<file path="src/rtl/display_pkg.sv">
// rtl/display_pkg.sv - shared constants, FSM state type and digit helpers for the display path
package display_pkg;

  localparam int DIGITS  = 4;
  localparam int BCD_MAX = 9999;
  localparam int CNT_W   = $clog2(14) + 1;

  typedef enum logic [1:0] {
    IDLE,
    SHIFT,
    DONE
  } state_t;

  // A digit stays lit once it or any more significant digit is nonzero; units is always lit.
  function automatic logic [DIGITS-1:0] lz_mask_of(input logic [4*DIGITS-1:0] v);
    logic [DIGITS-1:0] m;
    logic seen;
    seen = 1'b0;
    for (int i = DIGITS - 1; i >= 0; i--) begin
      seen = seen | (v[4*i +: 4] != 4'd0);
      m[i] = seen;
    end
    m[0] = 1'b1;
    return m;
  endfunction

endpackage

</file>
<file path="src/rtl/bin_to_bcd_serial_if.sv">
// rtl/bin_to_bcd_serial_if.sv - start/done handshake and result bundle of the converter
interface bin_to_bcd_serial_if #(
  parameter int BIN_W = 14
) ();

  logic [BIN_W-1:0] bin;
  logic             start;
  logic             busy;
  logic             done;
  logic [15:0]      bcd;
  logic [3:0]       lz_mask;
  logic             ovf;

  modport master (output bin, start, input busy, done, bcd, lz_mask, ovf);
  modport slave  (input bin, start, output busy, done, bcd, lz_mask, ovf);

endinterface

</file>
<file path="src/rtl/bcd_add3.sv">
// rtl/bcd_add3.sv - single-digit double-dabble adjust (add 3 when the digit is 5 or more)
module bcd_add3 (
  input  logic [3:0] din,
  output logic [3:0] dout
);

  assign dout = (din >= 4'd5) ? din + 4'd3 : din;

endmodule

</file>
<file path="src/rtl/bin_to_bcd_serial.sv">
// rtl/bin_to_bcd_serial.sv - sequential double-dabble binary to 4-digit BCD with held result
module bin_to_bcd_serial
  import display_pkg::*;
#(
  parameter int BIN_W = 14
) (
  input logic               clk,
  input logic               reset,
  bin_to_bcd_serial_if.slave bus
);

  state_t             state;
  state_t             state_nxt;
  logic [CNT_W-1:0]   cnt;
  logic [BIN_W-1:0]   binreg;
  logic [15:0]        work;
  logic [15:0]        adj;
  logic [15:0]        work_nxt;
  logic [15:0]        result;
  logic               ovf_l;
  logic               last;
  logic [31:0]        bin_ext;
  logic [15:0]        bcd_r;
  logic [3:0]         lz_r;
  logic               ovf_r;

  for (genvar i = 0; i < DIGITS; i++) begin : g_adj
    bcd_add3 u_add3 (
      .din  (work[4*i +: 4]),
      .dout (adj[4*i +: 4])
    );
  end

  assign work_nxt = {adj[14:0], binreg[BIN_W-1]};
  assign last     = (cnt == CNT_W'(BIN_W - 1));
  assign bin_ext  = 32'(bus.bin);
  // The result register is written on the last shift edge so it is already valid while DONE is up.
  assign result   = ovf_l ? 16'h9999 : work_nxt;

  always_comb begin
    state_nxt = state;
    case (state)
      IDLE:    if (bus.start) state_nxt = SHIFT;
      SHIFT:   if (last) state_nxt = DONE;
      DONE:    state_nxt = IDLE;
      default: state_nxt = IDLE;
    endcase
  end

  always_ff @(posedge clk or negedge reset) begin
    if (!reset) begin
      state  <= IDLE;
      cnt    <= '0;
      binreg <= '0;
      work   <= '0;
      ovf_l  <= 1'b0;
      bcd_r  <= 16'h0000;
      lz_r   <= 4'b0001;
      ovf_r  <= 1'b0;
    end else begin
      state <= state_nxt;
      case (state)
        IDLE: begin
          if (bus.start) begin
            binreg <= bus.bin;
            work   <= '0;
            cnt    <= '0;
            ovf_l  <= (bin_ext > 32'(BCD_MAX));
          end
        end
        SHIFT: begin
          work   <= work_nxt;
          binreg <= binreg << 1;
          cnt    <= cnt + 1'b1;
          if (last) begin
            bcd_r <= result;
            lz_r  <= lz_mask_of(result);
            ovf_r <= ovf_l;
          end
        end
        default: ;
      endcase
    end
  end

  assign bus.busy    = (state != IDLE);
  assign bus.done    = (state == DONE);
  assign bus.bcd     = bcd_r;
  assign bus.lz_mask = lz_r;
  assign bus.ovf     = ovf_r;

endmodule
</file>
<file path="src/flat_wrapper.sv">
// flat-port wrapper written by rule: the top's interface ports become plain ports
module bin_to_bcd_serial_flat import display_pkg::*;
#(
  parameter int BIN_W = 14
)
  (clk, reset, bus_bin, bus_start, bus_busy, bus_done, bus_bcd, bus_lz_mask, bus_ovf);
  bin_to_bcd_serial_if #(.BIN_W(BIN_W)) bus_i ();
  input logic clk;
  input logic reset;
  input wire logic [$bits(bus_i.bin)-1:0] bus_bin;
  input wire logic [$bits(bus_i.start)-1:0] bus_start;
  output wire logic [$bits(bus_i.busy)-1:0] bus_busy;
  output wire logic [$bits(bus_i.done)-1:0] bus_done;
  output wire logic [$bits(bus_i.bcd)-1:0] bus_bcd;
  output wire logic [$bits(bus_i.lz_mask)-1:0] bus_lz_mask;
  output wire logic [$bits(bus_i.ovf)-1:0] bus_ovf;
  assign bus_i.bin = bus_bin;
  assign bus_i.start = bus_start;
  assign bus_busy = bus_i.busy;
  assign bus_done = bus_i.done;
  assign bus_bcd = bus_i.bcd;
  assign bus_lz_mask = bus_i.lz_mask;
  assign bus_ovf = bus_i.ovf;
  bin_to_bcd_serial #(.BIN_W(BIN_W)) u_core (.clk(clk), .reset(reset), .bus(bus_i));
endmodule
</file>
<file path="config.mk">
export PLATFORM = sky130hd
export DESIGN_NAME = bin_to_bcd_serial_flat
export DESIGN_NICKNAME = d
export VERILOG_FILES = /design/src/rtl/display_pkg.sv /design/src/rtl/bin_to_bcd_serial_if.sv /design/src/rtl/bcd_add3.sv /design/src/rtl/bin_to_bcd_serial.sv /design/src/flat_wrapper.sv
export SDC_FILE = /design/constraint.sdc
export NUM_CORES = 1
export LEC_CHECK = 0
export CORE_ASPECT_RATIO = 1.5
export CORE_UTILIZATION = 40
export DETAILED_ROUTE_END_ITERATION = 8
export PLACE_DENSITY = 0.71
export SLEW_MARGIN = 0
export SYNTH_ARGS = -nofsm -noshare
export SYNTH_HDL_FRONTEND = slang
export SYNTH_HIERARCHICAL = 1
export SYNTH_SLANG_ARGS = --single-unit
</file>
<file path="constraint.sdc">
create_clock -name clk -period 2.5 [get_ports clk]
set_input_delay 0.5 -clock clk [delete_from_list [all_inputs] [get_ports clk]]
set_output_delay 0.5 -clock clk [all_outputs]
set_load 0.005 [all_outputs]
</file>
==> results.ini, run 1 <==
[status]
run_status=complete, but fails checks
violations=DRC

[grt]
antenna_found_initial=0
grt_pass1_vias=2326
grt_pass1_wl_mm=10.6
globalRouteOverflowTotal=0
grt_use_total_pct=17.9
grt_max_degree=35

[timing]
max_freq_ghz=0.437
fin_skew_ns=0.00869
setup-tns-final_ns=0
hold_ws_ns=0.103
hold_viol=0
period_share_pct=91.6
finalWorstSetupSlack_ns=0.210
slew_violations=0
setup_viol_count_final=0
rsz0062_at_grt=no
period_minus_slack_ns=2.29

[place]
hpwl_mm=4.11
dp.cells=418
place_congestion=0.790
place_ws_ns=0.241
port_buffers=38

[final_layout]
layout_commonest_cell=dfrtp_1
stdcell_count=434
layout_common_cells=dfrtp_1 (58), nand2_1 (50), clkdlybuf4s50_1 (37), nor2_1 (37), a21oi_1 (19)
nNetsFinal=378
area_growth_syn_to_layout_pct=22.7
multi_input_area_mm2=0.00130
drive_above_1_share_pct=12.6
nFillCells=620
seq_area_mm2=0.00145
insertedDiodeCount=0

[min_path]
hold_class=primary input to async pin

[pwr]
p_per_area_mw_per_mm2=1360
p_leak_nw=1.64
power.total_mw=4.81
vdd_drop_max_mv=0.593

[worst_setup_path]
crit_family=simple AND/OR/NAND/NOR gates
arrival_ns=2.49
cpMaxStageDelayCell=or4_4
path_cells=ha_1, nand2b_1, a21oi_2, mux2i_1, or4_4, nor4_1, a31oi_1
path_buf_inv=0
worstSetupEndpointType=register
slowest_delay_ns=0.55
cp_max_fo=4
required_ns=2.70
worstSetupPathType=register to register
startpoint_type=register

[clocking]
path_clk_slew_ns=0.07
cts_root_buffer=clkbuf_8
post_cts_buffers=0
h-tree-depth=3
clock-sinks=58
cts_buffer_depth=2
ctsResizeCount=0
cts_tree=built
worst_skew_pair.late_latency_ns=0.33
numCtsBuffers=9
cts_hold_buf=0

[logic_synthesis]
yosys_warnings=6
synth_area_mm2=0.00289
postSynthCellCount=311
syn_avg_cell_area_um2=9.28
syn_nets=338

[detailed_routing]
wl_per_cell_um=13.9
drtPass1Iterations=6
viasPerCell=5.29
ant_nets=0
detail_route.wirelength_mm=6.05
dr_total_vias=2295
drc=1
drtIter0Drc=130

[flow_run]
cap_violations=0

[floorplan]
rows=37
io-pin-count=40
dieArea_mm2=0.00757
die_w_um=71.4
coreArea_mm2=0.00690
die_h_um=106
initial_core_util_pct=41.8

==> power by group <==
| group | internal, mW | leakage (nW) | switching (mW) |
|---|---|---|---|
| clock network | 0.509 | 0.105 | 0.368 |
| logic | 1.09 | 0.841 | 1.09 |
| registers | 1.39 | 0.699 | 0.355 |
==> routing by layer <==
layer	global-route usage [%]	up-vias	part of all wire [%]
li1	-	1124	-
met1	20.9	1118	41
met2	31.7	48	54
met3	3.89	5	3.9
met4	6.86	0	1.1
met5	0	-	0
==> worst reg2reg max path, cell delays in order (launching register included) <==
cell,delay (ns)
dfrtp_1,0.42
ha_1,0.21
nand2b_1,0.15
a21oi_2,0.20
mux2i_1,0.15
or4_4,0.55
nor4_1,0.33
a31oi_1,0.14
==> sequential cells by signal, indices dropped and copies added (netlist names) <==
register            flops
u_core/binreg          14
u_core/bus.bcd         16
u_core/bus.lz_mask      3
u_core/bus.ovf          1
u_core/cnt              5
u_core/ovf_l            1
u_core/state            2
u_core/work            16
==> through the flow <==
step                util, %  cell area (um^2)
floorplan                 -              2890
global placement       48.4              3340
detailed placement     48.4              3340
CTS                    51.4              3540
global route           51.4              3540
finish                 51.4              3540
==> final cells by class <==
cell class                      count  area share (%)
Clock inverter                      5            1.48
Multi-Input combinational cell    223            36.7
Tap cell                           78            2.76
Clock buffer                       11            4.27
Inverter                           12            1.27
Timing Repair Buffer               47            12.5
Sequential cell                    58            41.0
==> path summary, 6_finish.rpt <==
check | start | cells after the start | slack [ns] | end
worst max-delay path | u_core/work[12] | 7 | 0.21 | u_core/bus.lz_mask[1]
worst min-delay path | reset | 1 | 0.10 | u_core/work[4]
worst max register to register | u_core/work[12] | 7 | 0.21 | u_core/bus.lz_mask[1]
worst min register to register | u_core/cnt[4] | 1 | 0.48 | u_core/cnt[4]
max in group asynchronous | reset | 2 | 1.72 | u_core/work[0]
min in group clk | u_core/cnt[4] | 1 | 0.48 | u_core/cnt[4]
Power figures use the tool's default switching activity.
==> run 2, diff against run 1 <==
--- a/config.mk
+++ b/config.mk
@@ -9,6 +9,7 @@
 export CORE_UTILIZATION = 40
 export DETAILED_ROUTE_END_ITERATION = 8
 export PLACE_DENSITY = 0.71
+export REMOVE_ABC_BUFFERS = 1
 export SLEW_MARGIN = 0
 export SYNTH_ARGS = -nofsm -noshare
 export SYNTH_HDL_FRONTEND = slang
==> results.ini, run 2 (synthesized netlist as in run 1, its figures left out) <==
[place]
port_buffers=38
place_congestion=0.758
hpwl_mm=4.15

[final_layout]
insertedDiodeCount=0
nNetsFinal=378
nFillCells=640
area_growth_syn_to_layout_pct=23.5
layout_commonest_cell=dfrtp_1
drive_above_1_share_pct=12.4
layout_common_cells=dfrtp_1 (58), nand2_1 (50), clkdlybuf4s50_1 (37), nor2_1 (37), a21oi_1 (19)

[worst_setup_path]
required_ns=2.71
cp_max_fo=4
worstSetupEndpointType=register
cpMaxStageDelayCell=or4_4
slowest_delay_ns=0.55
startpoint_type=register
worstSetupPathType=register to register
reg2reg_slack_ns=0.27
arrival_ns=2.45
path_cells=ha_1, nand2b_1, a21oi_2, mux2i_1, or4_4, nor4_1, a31oi_1

[timing]
slew_violations=0
worst_pin_slew_ns=0.676
period_minus_slack_ns=2.23
hold_ws_ns=0.194
rsz0062_at_grt=no
fin_skew_ns=0.00478
setup-tns-final_ns=0
max_freq_ghz=0.447
period_share_pct=89.4
hold_viol=0
setup_viol_count_final=0
max_slew_margin_pct=54.9

[clocking]
cts_hold_buf=0
cts_root_buffer=clkbuf_8
ctsResizeCount=0
h-tree-depth=3
cts_buffer_depth=2
post_cts_buffers=0
path_clk_slew_ns=0.06
clock-sinks=58
numCtsBuffers=9
cts_tree=built
worst_skew_pair.late_latency_ns=0.34

[grt]
grt_pass1_vias=2296
globalRouteOverflowTotal=0
grt_pass1_wl_mm=10.5
grt_use_total_pct=18.0
grt_max_degree=35
antenna_found_initial=0

[flow_run]
cap_violations=0

[detailed_routing]
wl_per_cell_um=14.0
ant_nets=0
detail_route.wirelength_mm=6.09
dr_total_vias=2284
drtIter0Drc=151
drc=3
drtPass1Iterations=6
viasPerCell=5.26

[pwr]
p_leak_nw=1.65
vdd_drop_max_mv=0.646
p_per_area_mw_per_mm2=1340

[floorplan]
initial_core_util_pct=41.8
die_w_um=71.4
io-pin-count=40
coreArea_mm2=0.00690
dieArea_mm2=0.00757
die_h_um=106
rows=37

[status]
violations=DRC
run_status=complete, but fails checks

[min_path]
hold_class=primary input to async pin

[run 2: report_power, final]
group,internal [mW],switching (mW),total [mW]
registers,1.39,0.356,1.75
logic,1.09,1.08,2.17
clock network,0.494,0.359,0.854
[run 2: layout make-up]
class	instances	area, um^2	area share, %
clock buffers	15	196	5.51
clock inverters	1	5.00	0.140
inverters	12	45.0	1.26
multi-input cells	223	1300	36.5
flip-flops and latches	58	1450	40.7
well taps	78	97.6	2.74
repair buffers	47	468	13.1
[run 2: worst paths after layout]
| kind | cells after the start | start | endpoint |
|---|---|---|---|
| worst max-delay path | 7 | u_core/work[12] | u_core/bus.lz_mask[1] |
| max in group asynchronous | 2 | reset | u_core/bus.bcd[10] |
| worst min register to register | 1 | u_core/cnt[4] | u_core/cnt[4] |
| worst min-delay path | 1 | reset | u_core/work[7] |
| worst max register to register | 7 | u_core/work[12] | u_core/bus.lz_mask[1] |
| min in group clk | 1 | u_core/cnt[4] | u_core/cnt[4] |
[run 2: per-layer routing]
layer / vias to the layer above / GRT usage (%) / share of wire (%)
li1: 1123 / - / -
met1: 1099 / 20.7 / 41
met4: 0 / 7.71 / 2.0
met3: 13 / 5.02 / 3.7
met2: 49 / 31.0 / 53
met5: - / 0 / 0
[run 2: worst max-delay path, delay by kind of cell (launching register included)]
| family | cells | cell delay [ns] |
|---|---|---|
| and+or+nand+nor | 3 | 1.03 |
| adders and majority gates | 1 | 0.20 |
| muxes | 1 | 0.13 |
| AOI/OAI and AO/OA | 2 | 0.32 |
| DFF | 1 | 0.42 |
[run 2: through the flow]
stage | power, mW | util [%] | setup WS (ns) | cells | area [um^2]
finish | 4.77 | 51.7 | 0.265 | 434 | 3560
global route | 5.17 | 51.7 | 0.114 | 434 | 3560
CTS | 4.82 | 51.7 | 0.265 | 434 | 3560
detailed placement | 3.93 | 48.8 | 0.276 | 418 | 3360
global placement | 3.83 | 48.8 | 0.308 | 418 | 3360
floorplan | 3.11 | - | -0.0755 | 293 | 2800
==> run 3, diff against run 2 <==
--- a/config.mk
+++ b/config.mk
@@ -5,6 +5,7 @@
 export SDC_FILE = /design/constraint.sdc
 export NUM_CORES = 1
 export LEC_CHECK = 0
+export ABC_AREA = 1
 export CORE_ASPECT_RATIO = 1.5
 export CORE_UTILIZATION = 40
 export DETAILED_ROUTE_END_ITERATION = 8
==> results.ini, run 3 <==
[worst_setup_path]
startpoint_type=register
r2r_start=u_core/work[12]
reg2regPathDepth=12
arrival_ns=1.40
worst_setup_path_endpoint=bus_done
r2r_end=u_core/bus.lz_mask[1]
cp_max_fo=3
reg2reg_slack_ns=0.69
worstSetupPathType=register to output port
cp-startpoint=u_core/state[0]
required_ns=2.00
worstSetupEndpointType=output port

[detailed_routing]
drc=0
drtIter0Drc=128
dr_total_vias=2443
wl_per_cell_um=11.9
viasPerCell=4.77
drtPass1Iterations=4
detail_route.wirelength_mm=6.09
ant_nets=0

[grt]
grt_max_degree=36
antenna_found_initial=0
globalRouteOverflowTotal=0
grt_pass1_wl_mm=10.6
grt_use_total_pct=17.5
grt_pass1_vias=2372

[clocking]
cts_buffer_depth=2
cts_root_buffer=clkbuf_8
clock-sinks=58
h-tree-depth=3
post_cts_buffers=0
path_clk_slew_ns=0.06
cts_tree=built
cts_hold_buf=0
ctsResizeCount=0
numCtsBuffers=9
worst_skew_pair.late_latency_ns=0.33

[place]
port_buffers=38
hpwl_mm=4.28
place_congestion=0.781
dp.cells=496

[pwr]
cellInternalPower_mw=2.94
vdd_drop_max_mv=0.631
p_seq_share_pct=34.2
p_sw_mw=2.14
p_per_area_mw_per_mm2=1360
clkPwrFrac_pct=17.1
p_leak_nw=1.79
comb_power_share_pct=48.7
sw_frac_of_total_pct=42.1

[final_layout]
nFillCells=715
stdcell_count=512
layout_common_cells=nand2_1 (105), dfrtp_1 (58), clkdlybuf4s50_1 (37)
area_growth_syn_to_layout_pct=20.8
drive_above_1_share_pct=18.9
layout_commonest_cell=nand2_1
insertedDiodeCount=0
fin_util_pct=50.6
nNetsFinal=434

[min_path]
hold_class=primary input to async pin

[timing]
slew_violations=0
rsz0062_at_grt=no
hold_ws_ns=0.199
max_freq_ghz=0.528
period_minus_slack_ns=1.90
hold_viol=0
worst_pin_slew_ns=0.673
fin_skew_ns=0.00630
setup_viol_count_final=0
period_share_pct=75.8
setup-tns-final_ns=0
max_slew_margin_pct=55.1

[logic_synthesis]
synth_area_mm2=0.00309
syn_avg_cell_area_um2=8.43
postSynthCellCount=366
yosys_warnings=6

[floorplan]
dieArea_mm2=0.00808
coreArea_mm2=0.00737
initial_core_util_pct=41.9
die_w_um=73.7
rows=38
io-pin-count=40
die_h_um=110

[flow_run]
cap_violations=0

[status]
run_status=finished clean

-- run 3: metrics by stage --
step                power [mW]  instance area [um^2]  worst slack (ns)
finish                    5.08                  3730             0.604
global route              5.54                  3730             0.514
CTS                       5.12                  3730             0.579
detailed placement        4.24                  3530             0.529
global placement          4.16                  3530             0.555
floorplan                 3.42                  2990             0.927
-- run 3: layer usage --
layer / GRT usage, % / wire [um]
met5: 0 / 0
met4: 8.10 / 102
met3: 3.94 / 159
met2: 30.5 / 3160
met1: 19.9 / 2670
-- run 3: power by group through the flow --
stage / sequential (mW) / combinational [mW] / clock (mW)
after global routing: 1.80 / 2.81 / 0.936
after floorplan: 1.68 / 1.74 / 0
after global placement: 1.74 / 2.42 / 0
final: 1.74 / 2.47 / 0.870
after detailed placement: 1.75 / 2.49 / 0
after CTS: 1.74 / 2.50 / 0.892
-- run 3: critical path, stage by stage (launching register included) --
cell             delay [ns]
dfrtp_1                0.43
nor2_1                 0.13
clkdlybuf4s50_1        0.51
-- run 3: worst min-delay path by stage --
| stage | startpoint | to | slack, ns | cells past startpoint |
|---|---|---|---|---|
| after detailed placement | u_core/bus.lz_mask[1] | u_core/bus.lz_mask[1] | 0.47 | 2 |
| after global routing | reset | u_core/bus.bcd[3] | 0.23 | 1 |
| after floorplan | reset | u_core/binreg[0] | 0.20 | 0 |
| final | reset | u_core/bus.bcd[3] | 0.20 | 1 |
| after global placement | u_core/bus.bcd[8] | u_core/bus.bcd[8] | 0.47 | 2 |
| after CTS | reset | u_core/bus.bcd[3] | 0.21 | 1 |
-- run 3: layout make-up --
| cell class | count | area (um^2) | share of cell area [%] |
|---|---|---|---|
| Timing Repair Buffer | 42 | 418 | 11.2 |
| Multi-Input combinational cell | 253 | 1380 | 36.9 |
| Inverter | 43 | 161 | 4.33 |
| Tap cell | 100 | 125 | 3.36 |
| Clock buffer | 14 | 163 | 4.36 |
| Clock inverter | 2 | 35.0 | 0.940 |
| Sequential cell | 58 | 1450 | 38.9 |
